File: src/rtl/uart_pkg.sv
// ---------------------------------------------------------------------------
// uart_pkg : shared UART types, widths and parity helper.  rev 1.0
// ---------------------------------------------------------------------------
`default_nettype none

package uart_pkg;

  localparam int DATA_BITS = 8;
  localparam int IDX_W     = $clog2(DATA_BITS);

  typedef enum logic [2:0] {
    IDLE   = 3'd0,
    START  = 3'd1,
    DATA   = 3'd2,
    PARITY = 3'd3,
    STOP   = 3'd4,
    BREAK  = 3'd5
  } rx_state_t;

  // Parity bit a transmitter appends so the total count of ones matches 'odd'.
  function automatic logic parity_bit(input logic [DATA_BITS-1:0] data, input logic odd);
    return (^data) ^ odd;
  endfunction

endpackage

`default_nettype wire

File: src/rtl/rx_shift_reg.sv
// ---------------------------------------------------------------------------
// rx_shift_reg : data byte with per-bit indexed load and XOR reduction.  rev 1.0
// ---------------------------------------------------------------------------
`default_nettype none

module rx_shift_reg
  import uart_pkg::*;
(
  input  logic                 clock,
  input  logic                 reset,
  input  logic                 load_i,
  input  logic [IDX_W-1:0]     idx_i,
  input  logic                 bit_i,
  output logic [DATA_BITS-1:0] byte_o,
  output logic                 xor_o
);

  logic [DATA_BITS-1:0] data_q;

  always_ff @(posedge clock) begin
    if (reset) begin
      data_q <= '0;
    end else if (load_i) begin
      data_q[idx_i] <= bit_i;
    end
  end

  assign byte_o = data_q;
  assign xor_o  = ^data_q;

endmodule

`default_nettype wire

File: src/rtl/uart_rx.sv
// ---------------------------------------------------------------------------
// uart_rx : oversampling UART receiver, 8N1 / 8E1 / 8O1 with error flags.  rev 1.0
// ---------------------------------------------------------------------------
`default_nettype none

module uart_rx
  import uart_pkg::*;
#(
  parameter int OVERSAMPLE  = 16,
  parameter int SYNC_STAGES = 2
) (
  input  logic                 clock,
  input  logic                 reset,
  input  logic                 rx_serial,
  input  logic                 baud_tick,
  input  logic                 parity_enable,
  input  logic                 parity_odd,
  output logic [DATA_BITS-1:0] rx_data,
  output logic                 rx_valid,
  output logic                 parity_error,
  output logic                 framing_error,
  output logic                 rx_busy
);

  localparam int               CNT_W     = $clog2(OVERSAMPLE);
  localparam logic [CNT_W-1:0] c_mid_cnt = CNT_W'(OVERSAMPLE / 2 - 1);
  localparam logic [CNT_W-1:0] c_bit_cnt = CNT_W'(OVERSAMPLE - 1);

  logic [SYNC_STAGES-1:0] sync_q;
  logic                   w_rxs;

  rx_state_t              state_q, state_d;
  logic [CNT_W-1:0]       cnt_q, cnt_d;
  logic [IDX_W-1:0]       idx_q, idx_d;
  logic                   par_en_q, par_en_d;
  logic                   par_odd_q, par_odd_d;
  logic                   frame_perr_q, frame_perr_d;
  logic [DATA_BITS-1:0]   rx_data_q, rx_data_d;
  logic                   valid_q, valid_d;
  logic                   perr_q, perr_d;
  logic                   ferr_q, ferr_d;

  logic                   w_shift_load;
  logic [DATA_BITS-1:0]   w_shift_byte;
  logic                   w_shift_xor;

  assign w_rxs = sync_q[SYNC_STAGES-1];

  rx_shift_reg u_shift (
    .clock  (clock),
    .reset  (reset),
    .load_i (w_shift_load),
    .idx_i  (idx_q),
    .bit_i  (w_rxs),
    .byte_o (w_shift_byte),
    .xor_o  (w_shift_xor)
  );

  always_ff @(posedge clock) begin
    if (reset) begin
      sync_q       <= '1;
      state_q      <= IDLE;
      cnt_q        <= '0;
      idx_q        <= '0;
      par_en_q     <= 1'b0;
      par_odd_q    <= 1'b0;
      frame_perr_q <= 1'b0;
      rx_data_q    <= '0;
      valid_q      <= 1'b0;
      perr_q       <= 1'b0;
      ferr_q       <= 1'b0;
    end else begin
      sync_q       <= {sync_q[SYNC_STAGES-2:0], rx_serial};
      state_q      <= state_d;
      cnt_q        <= cnt_d;
      idx_q        <= idx_d;
      par_en_q     <= par_en_d;
      par_odd_q    <= par_odd_d;
      frame_perr_q <= frame_perr_d;
      rx_data_q    <= rx_data_d;
      valid_q      <= valid_d;
      perr_q       <= perr_d;
      ferr_q       <= ferr_d;
    end
  end

  always_comb begin
    state_d      = state_q;
    cnt_d        = cnt_q;
    idx_d        = idx_q;
    par_en_d     = par_en_q;
    par_odd_d    = par_odd_q;
    frame_perr_d = frame_perr_q;
    rx_data_d    = rx_data_q;
    valid_d      = 1'b0;
    perr_d       = perr_q;
    ferr_d       = ferr_q;
    w_shift_load = 1'b0;

    unique case (state_q)
      IDLE: begin
        if (baud_tick && !w_rxs) begin
          state_d = START;
          cnt_d   = '0;
        end
      end
      START: begin
        if (baud_tick) begin
          if (cnt_q == c_mid_cnt) begin
            cnt_d = '0;
            if (w_rxs) begin
              state_d = IDLE;
            end else begin
              state_d      = DATA;
              idx_d        = '0;
              par_en_d     = parity_enable;
              par_odd_d    = parity_odd;
              frame_perr_d = 1'b0;
            end
          end else begin
            cnt_d = cnt_q + CNT_W'(1);
          end
        end
      end
      DATA: begin
        if (baud_tick) begin
          if (cnt_q == c_bit_cnt) begin
            w_shift_load = 1'b1;
            cnt_d        = '0;
            idx_d        = idx_q + IDX_W'(1);
            if (idx_q == IDX_W'(DATA_BITS - 1)) begin
              state_d = par_en_q ? PARITY : STOP;
            end
          end else begin
            cnt_d = cnt_q + CNT_W'(1);
          end
        end
      end
      PARITY: begin
        if (baud_tick) begin
          if (cnt_q == c_bit_cnt) begin
            frame_perr_d = (w_rxs != parity_bit(w_shift_byte, par_odd_q));
            cnt_d        = '0;
            state_d      = STOP;
          end else begin
            cnt_d = cnt_q + CNT_W'(1);
          end
        end
      end
      STOP: begin
        if (baud_tick) begin
          if (cnt_q == c_bit_cnt) begin
            valid_d   = 1'b1;
            rx_data_d = w_shift_byte;
            perr_d    = par_en_q & frame_perr_q;
            ferr_d    = ~w_rxs;
            cnt_d     = '0;
            state_d   = w_rxs ? IDLE : BREAK;
          end else begin
            cnt_d = cnt_q + CNT_W'(1);
          end
        end
      end
      BREAK: begin
        // Line held low past the stop bit: wait for it to idle before hunting.
        if (w_rxs) begin
          state_d = IDLE;
        end
      end
      default: state_d = IDLE;
    endcase
  end

  assign rx_data       = rx_data_q;
  assign rx_valid      = valid_q;
  assign parity_error  = perr_q;
  assign framing_error = ferr_q;
  assign rx_busy       = (state_q != IDLE);

endmodule

`default_nettype wire

File: config.mk
export PLATFORM = sky130hd
export DESIGN_NAME = uart_rx
export DESIGN_NICKNAME = d
export VERILOG_FILES = /design/src/rtl/uart_pkg.sv /design/src/rtl/rx_shift_reg.sv /design/src/rtl/uart_rx.sv
export SDC_FILE = /design/constraint.sdc
export NUM_CORES = 1
export LEC_CHECK = 0
export ABC_CLOCK_PERIOD_IN_PS = 2900
export CAP_MARGIN = 20
export CORE_ASPECT_RATIO = 0.7
export CORE_MARGIN = 3
export CORE_UTILIZATION = 25
export DETAILED_ROUTE_END_ITERATION = 12
export SLEW_MARGIN = 20
export SYNTH_ARGS = -nofsm -noshare
export SYNTH_HDL_FRONTEND = slang
export SYNTH_HIERARCHICAL = 1
export SYNTH_SLANG_ARGS = --single-unit
export TNS_END_PERCENT = 30
File: constraint.sdc
create_clock -name clock -period 2.9 [get_ports clock]
set_clock_uncertainty 0.15 [all_clocks]
set_input_delay 0.435 -clock clock [delete_from_list [all_inputs] [get_ports clock]]
set_output_delay 0.435 -clock clock [all_outputs]
set_load 0.05 [all_outputs]
### Word-level counts from Yosys, hierarchy flattened

Index checks and enable logic that the tools add are counted.

| storage, ports and cells | value |
|---|---|
| bits in registers | 34 |
| input bits | 6 |
| word-level logic and storage cells | 98 |

| operators by class | value |
|---|---|
| add/sub/neg operators | 2 |
| magnitude comparators | 2 |
| equal/unequal tests | 22 |
| reduce and logical (&&, ||, !) cells | 17 |
| muxes and demuxes | 39 |
| bitwise gates (word level) | 4 |

Operators with widths:

| cell | number |
|---|---|
| $mux W3 | 18 |
| $ne A2 B2 Y1 const B | 12 |
| $mux W4 | 5 |
| $pmux W3 S6 | 1 |
| $pmux W4 S3 | 1 |
| $reduce_and A6 Y1 | 2 |
| $reduce_and A11 Y1 | 1 |
| $eq A3 B3 Y1 const B | 3 |
| $mux W1 | 9 |
| $bwmux W8 | 1 |
| $reduce_and A4 Y1 | 2 |
| $reduce_xor A8 Y1 | 1 |
| $eq A3 B2 Y1 const B | 2 |
| $pmux W3 S2 | 1 |
| $reduce_bool A3 Y1 | 2 |
| $add A4 B1 Y4 const B | 1 |
| $eq A4 B3 Y1 const B | 1 |
| $eq A4 B4 Y1 const B | 1 |
| $lt A3 B4 Y1 const B | 1 |
| $reduce_bool A2 Y1 | 2 |
| $add A3 B1 Y3 const B | 1 |
| $demux W1 S3 | 1 |
| $eq A3 B1 Y1 const B | 1 |
| $ge A3 B1 Y1 const B | 1 |
| other kinds (13) | 15 |

### Logic depth before layout (Yosys ltp)

Gate-level depths: netlist of the first run.

| depth | value |
|---|---|
| word-level depth | 6 |
| depth in mapped cells | 7 |
| gate-level depth less buffers | 6 |

### Hierarchy

The synthesis of the first run kept the hierarchy.

By module, submodules not included:

| module | seq. area each (µm²) | area an instance (µm²) | cells each | instances |
|---|---|---|---|---|
| uart_rx | 520.5 | 1393.8 | 165 | 1 |
| rx_shift_reg | 160.2 | 425.4 | 41 | 1 |

### Least setup slack after synthesis of the first run

OpenSTA, ideal clock, no wires.

| timing path | value |
|---|---|
| kind | reg2reg |
| from | register cnt_q[0] |
| to | register u_shift.data_q[0], in the netlist u_shift/byte_o[0] |
| setup slack | 0.861 ns |
| data required time | 2.626 ns |
| arrival | 1.765 ns |
| stages on the path, launching flop included | 8 |
| cell sequence | dfxtp_1 ha_1 nand4_1 clkbuf_1 nor2_1 nor4b_2 mux2i_1 nor2_1 |

| between the ends | value |
|---|---|
| word-level cells in the longest chain between the ends | 4 |

RTL lines:

| item | RTL line | source |
|---|---|---|
| start, declared | uart_rx.sv:33 | `logic [CNT_W-1:0] cnt_q, cnt_d;` |
| start signal, assigned | uart_rx.sv:75 | `cnt_q <= cnt_d;` |
| $eq A4 B4 Y1 | uart_rx.sv:127 | `if (cnt_q == c_bit_cnt) begin` |
| $mux W1 | uart_rx.sv:127 |  |
| $mux W1 | n/a |  |
| $mux W1 | uart_rx.sv:100 | `unique case (state_q)` |
| via w_shift_load | uart_rx.sv:43 | `logic w_shift_load;` |
| end signal, assigned by index | rx_shift_reg.sv:24 | `data_q[idx_i] <= bit_i;` |
| end, declared | rx_shift_reg.sv:18 | `logic [DATA_BITS-1:0] data_q;` |

The timed path passes the listed nets, and every way through them passes these cells.
A chain may end at the register's enable or synchronous reset.

### Worst setup path after layout of the first run

| timing path | value |
|---|---|
| from | register state_q[2] |
| to | output rx_busy |

| between the ends | value |
|---|---|
| word-level cells in the longest chain between the ends | 1 |

RTL lines:

| item | RTL line | source |
|---|---|---|
| start, declared | uart_rx.sv:32 | `rx_state_t state_q, state_d;` |
| start signal, assigned | uart_rx.sv:74 | `state_q <= state_d;` |
| $reduce_bool A3 Y1 | uart_rx.sv:178 | `assign rx_busy = (state_q != IDLE);` |
| end, declared | uart_rx.sv:22 | `output logic rx_busy` |

Every way passes these cells.

==> summary.md, run 1 <==
| Metric | Value |
|---|---|
| Hold Slack | `264.7 ps` |
| Ant diodes | `0` |
| F_max | `386.5 MHz` |
| Crit path required time | `2320 ps` |
| Fill cells | `689` |
| # Max-Cap Violations | `0` |
| Detail Route Antenna Nets | `0` |
| Buffers on Ports | `17` |
| Hold Fails Final Rpt | `0` |
| Root Driver | `clkbuf_8` |
| IR drop worst, VDD | `0.1688 mV` |
| Critical path peak fanout | `14` |
| Switching part of the total power | `27.48%` |
| # DRC | `0` |
| DP HPWL | `2696 um` |
| Die Width | `106.2 um` |
| Setup CP Type | `reg -> out` |
| Mapped cell area | `1758 um2` |
| DRT iter0 DRCs | `82` |
| Die area | `8090 um2` |
| Ports | `18` |
| Largest net degree at the start of global routing | `35` |
| Starting Density | `26.98%` |
| Crit. End Element | `output port` |
| Number of vias per cell | `4.593` |
| CTS buffer count | `5` |
| Share of layout cells above drive strength 1 | `13.43%` |
| Clock latency on the worst-skew pair | `280 ps` |
| Yosys warning total | `6` |
| Vias | `1410` |
| Setup violations, final | `0` |
| Average size of a mapped cell | `8.834 um2` |
| Initial antenna violation count | `0` |
| FP Rows | `24` |
| H-tree Lvls | `2` |
| Max clock buf depth | `2` |
| Tot Pwr | `1.001 mW` |
| Worst-path clk slew | `70 ps` |
| Status | `finished clean` |
| CTS tree | `done` |
| DR WL/cell | `12.57 um` |
| Startpoint Class | `flop` |
| Final Cycle Share | `89.22%` |
| Pins over their slew limit | `0` |
| Slew margin rel. | `66.78%` |
| Hold_buf cts | `0` |
| Logic pwr share | `14.5%` |
| Area grow syn2layout | `20.07%` |
| Placeable Area | `6516 um2` |
| GPL Wtd Cong | `0.7656` |
| Setup TNS | `0 ps` |
| Grt ovf | `0` |
| Sw power | `0.2751 mW` |
| Min-delay worst type | `reg -> reg` |
| Clock share of power | `36.3%` |
| Leak | `0.7849 nW` |
| RSZ-0062 raised after global routing | `no` |
| Die H | `76.16 um` |
| Total clock sinks | `34` |
| Power density cells | `474.3 nW/um2` |
| Final WL | `3860 um` |
| Part of the power in registers | `49.2%` |
| Post-Synthesis Cells | `199` |
| Cell area after layout | `2111 um2` |
| Post-CTS Setup Bufs | `0` |
| Worst Max-Slew Pin Slew | `496.7 ps` |
| Cell Int Power | `0.7260 mW` |
| Post-layout min period | `2587 ps` |
| Syn_nets | `208` |
| Worst Path Arrival | `2000 ps` |
| Area after DPL | `2019 um2` |
| First-pass GRT wire length | `6548 um` |
| Vias in the first global route | `1285` |
| Total Routing Usage GR | `10.07%` |
| Pre-antenna DRT Iters | `4` |
| Final nets | `224` |
| Post_cts resized | `0` |
-- layout make-up --
cell class / instances / area (um2) / area share (%)
clock buffer: 7 / 86.33 / 4.090
clock inverter: 1 / 5.005 / 0.2371
inverter: 4 / 15.01 / 0.7113
multi-input combinational: 147 / 994.7 / 47.13
sequential: 34 / 680.7 / 32.25
tap: 91 / 113.9 / 5.394
timing repair buffer: 23 / 215.2 / 10.20
-- per-layer routing --
layer | vias to the layer above | wire [um] | global-route usage, %
li1 | 733 | - | -
met1 | 649 | 2078 | 14.73
met2 | 24 | 1566 | 13.84
met3 | 4 | 179 | 3.472
met4 | 0 | 36 | 2.717
met5 | - | 0 | 0
-- layout by cell type (no fill, tap or decap), types with 2 or more instances in the layout --
cell type / instances
and4bb_2: 3
nor3_1: 4
xnor2_1: 9
nor2_1: 26
nand4_1: 3
inv_1: 3
o21ai_0: 11
nor2b_1: 2
and2_1: 2
nand4b_1: 3
clkbuf_8: 6
o21ai_1: 4
clkdlybuf4s50_1: 17
ha_1: 3
or2_2: 2
a21oi_1: 17
buf_4: 6
or3_1: 2
a211oi_1: 2
mux2i_1: 15
dfxtp_1: 34
nand2_1: 14
nand3_1: 5
-- registers in the layout, indices dropped and copies added (netlist names) --
name,cells
sync_q,2
par_en_q,1
idx_q,3
rx_valid,1
u_shift/byte_o,8
cnt_q,4
framing_error,1
state_q,3
frame_perr_q,1
rx_data,8
parity_error,1
par_odd_q,1
-- path summary, 6_finish.rpt --
check / startpoint / to / slack (ps) / cells after the start
max: state_q[2]$_SDFFE_PP0P_ / rx_busy / 310 / 2
min: sync_q[0]$_SDFF_PP1_ / sync_q[1]$_SDFF_PP1_ / 260 / 1
max reg2reg: state_q[2]$_SDFFE_PP0P_ / u_shift/byte_o[0]$_SDFFE_PP0P_ / 720 / 5
min reg2reg: sync_q[0]$_SDFF_PP1_ / sync_q[1]$_SDFF_PP1_ / 260 / 1
-- worst max-delay path: stages (launching register included) --
cell	delay, ps
dfxtp_1	600
or3_1	280
clkdlybuf4s50_1	830
-- power groups by stage --
| stage | logic (mW) | clock network, mW | registers [mW] |
|---|---|---|---|
| 5_1_grt | 0.160 | 0.403 | 0.494 |
| 2_1_floorplan | 0.119 | 0 | 0.492 |
| 6_report | 0.146 | 0.363 | 0.492 |
| 3_3_place_gp | 0.146 | 0 | 0.502 |
| 3_5_place_dp | 0.147 | 0 | 0.504 |
| 4_1_cts | 0.147 | 0.376 | 0.492 |
-- per-stage QoR --
| stage | setup WS [ps] | utilization [%] | instances |
|---|---|---|---|
| after floorplan | 860.8 | - | 199 |
| after global placement | 539.7 | 30.99 | 299 |
| after detailed placement | 489.7 | 30.99 | 299 |
| after CTS | 310.9 | 32.39 | 307 |
| after global routing | 253.3 | 32.39 | 307 |
| final | 312.7 | 32.39 | 307 |
Note: power is estimated with default switching activity, not from simulation.
==> run 2, diff against run 1 <==
--- a/config.mk
+++ b/config.mk
@@ -5,11 +5,12 @@
 export SDC_FILE = /design/constraint.sdc
 export NUM_CORES = 1
 export LEC_CHECK = 0
-export ABC_CLOCK_PERIOD_IN_PS = 2900
+export ABC_CLOCK_PERIOD_IN_PS = 2950
 export CAP_MARGIN = 20
 export CORE_ASPECT_RATIO = 0.7
 export CORE_MARGIN = 3
 export CORE_UTILIZATION = 25
+export CTS_CLUSTER_SIZE = 10
 export DETAILED_ROUTE_END_ITERATION = 12
 export SLEW_MARGIN = 20
 export SYNTH_ARGS = -nofsm -noshare
==> constraint.sdc (replaced) <==
create_clock -name clock -period 2.95 [get_ports clock]
set_clock_uncertainty 0.15 [all_clocks]
set_input_delay 0.4425 -clock clock [delete_from_list [all_inputs] [get_ports clock]]
set_output_delay 0.4425 -clock clock [all_outputs]
set_load 0.05 [all_outputs]
==> summary.md, run 2 (synthesized netlist as in run 1, its figures left out) <==
| Metric | Value |
|---|---|
| Initial antenna violation count | `0` |
| Final nets | `224` |
| Post-Place Worst Slack | `553.7 ps` |
| RSZ-0062 raised after global routing | `no` |
| Clock latency on the worst-skew pair | `290 ps` |
| Largest net degree at the start of global routing | `35` |
| FF-to-FF path depth | `6` |
| Starting Density | `26.98%` |
| Setup CP Type | `reg -> out` |
| Post-layout min period | `2621 ps` |
| Min-delay worst type | `reg -> reg` |
| CTS tree | `done` |
| Vias | `1397` |
| Die Width | `106.2 um` |
| Switching part of the total power | `28.06%` |
| Placeable Area | `6516 um2` |
| Slowest CP cell | `clkdlybuf4s50_1` |
| CTS buffer count | `5` |
| Max clock buf depth | `2` |
| Pins over their slew limit | `0` |
| Clock share of power | `34.2%` |
| Status | `finished clean` |
| Reg2reg end | `u_shift/byte_o[0]$_SDFFE_PP0P_` |
| Die area | `8090 um2` |
| Pre-antenna DRT Iters | `6` |
| Critical path peak fanout | `14` |
| Hold Fails Final Rpt | `0` |
| DR WL/cell | `12.74 um` |
| Post_cts resized | `0` |
| Setup WS post-layout | `328.9 ps` |
| Startpoint Class | `flop` |
| Hold_buf cts | `0` |
| # Max-Cap Violations | `0` |
| Hold EP | `sync_q[1]$_SDFF_PP1_` |
| Area grow syn2layout | `19.22%` |
| Crit. Startpoint | `state_q[2]$_SDFFE_PP0P_` |
| Power density cells | `456.4 nW/um2` |
| GPL Wtd Cong | `0.7801` |
| Ant diodes | `0` |
| Worst r2r src | `state_q[0]$_SDFFE_PP0P_` |
| Number of vias per cell | `4.565` |
| Worst Max-Slew Pin Slew | `496.4 ps` |
| Vias in the first global route | `1295` |
| Part of the power in registers | `50.2%` |
| Setup violations, final | `0` |
| Detail Route Antenna Nets | `0` |
| Crit. End Element | `output port` |
| Post-CTS Setup Bufs | `0` |
| First-pass GRT wire length | `6548 um` |
| Grt ovf | `0` |
| Critical Path, Cell by Cell | `or3_1 > clkdlybuf4s50_1` |
| IR drop worst, VDD | `0.1878 mV` |
| Slew margin rel. | `66.80%` |
| Buffers on Ports | `17` |
| Hold Slack | `262.1 ps` |
| Sw power | `0.2683 mW` |
| Die H | `76.16 um` |
| F_max | `381.5 MHz` |
| Flop-to-flop setup slack | `720 ps` |
| Setup TNS | `0 ps` |
| Cell Int Power | `0.6881 mW` |
| Most frequent cells in the layout | `dfxtp_1, nor2_1, a21oi_1, clkdlybuf4s50_1, mux2i_1` |
| Hold Path Origin | `sync_q[0]$_SDFF_PP1_` |
| # DRC | `0` |
| Final WL | `3897 um` |
| Total Routing Usage GR | `10.14%` |
| Ports | `18` |
| Most common cell after layout, fill and taps aside | `dfxtp_1` |
| H-tree Lvls | `2` |
| Final Cycle Share | `88.85%` |
| DP HPWL | `2649 um` |
| Root Driver | `clkbuf_8` |
| Worst Path Arrival | `2030 ps` |
| Share of layout cells above drive strength 1 | `12.56%` |
| Worst-path clk slew | `70 ps` |
| Leak | `0.7750 nW` |
| Crit path required time | `2360 ps` |
| DRT iter0 DRCs | `69` |
| Hold Path Depth | `1` |
| Logic pwr share | `15.6%` |
| Max incr delay on CP | `840 ps` |
| Total clock sinks | `34` |
| FP Rows | `24` |
[run 2: metrics by stage]
stage                     util [%]  power, mW  instance area (um2)  cells
after CTS                    32.16     0.9683                 2096    306
after detailed placement     30.99     0.6391                 2019    299
after floorplan                  -     0.6010                 1758    199
after global routing         32.16     0.9994                 2096    306
after global placement       30.99     0.6375                 2019    299
final                        32.16     0.9564                 2096    306
[run 2: worst max path at each step]
stage,endpoint,slack [ps],depth (start not counted)
2_1_floorplan,u_shift/byte_o[0]$_SDFFE_PP0P_,910,7
3_3_place_gp,u_shift/byte_o[0]$_SDFFE_PP0P_,580,6
3_5_place_dp,u_shift/byte_o[0]$_SDFFE_PP0P_,550,6
4_1_cts,rx_busy,340,2
5_1_grt,rx_busy,250,2
6_report,rx_busy,330,2
[run 2: routing by layer]
layer  routed length [um]  share of wire [%]  vias up  GRT usage (%)
met1                 2174                 56      641          15.05
met4                   53                1.4        0          3.881
met5                    0                  0        -              0
met2                 1513                 39       21          13.27
li1                     -                  -      730              -
met3                  157                4.0        5          3.302
[run 2: critical path, delay by kind of cell, from the launching register on]
| family | cells | cell delay [ps] |
|---|---|---|
| buffers and inverters | 1 | 840 |
| DFF | 1 | 600 |
| and+or+nand+nor | 1 | 300 |
[run 2: final cells by class]
type	instances	area [um2]
Multi-Input combinational cell	147	994.7
Sequential cell	34	680.7
Inverter	4	15.01
Timing Repair Buffer	23	215.2
Fill cell	710	4420
Clock buffer	7	76.32
Tap cell	91	113.9
[run 2: power groups by stage]
stage / sequential, mW / clock [mW] / combinational, mW
2_1_floorplan: 0.484 / 0 / 0.117
3_3_place_gp: 0.489 / 0 / 0.148
3_5_place_dp: 0.490 / 0 / 0.149
4_1_cts: 0.480 / 0.339 / 0.150
5_1_grt: 0.482 / 0.356 / 0.162
6_report: 0.480 / 0.327 / 0.149
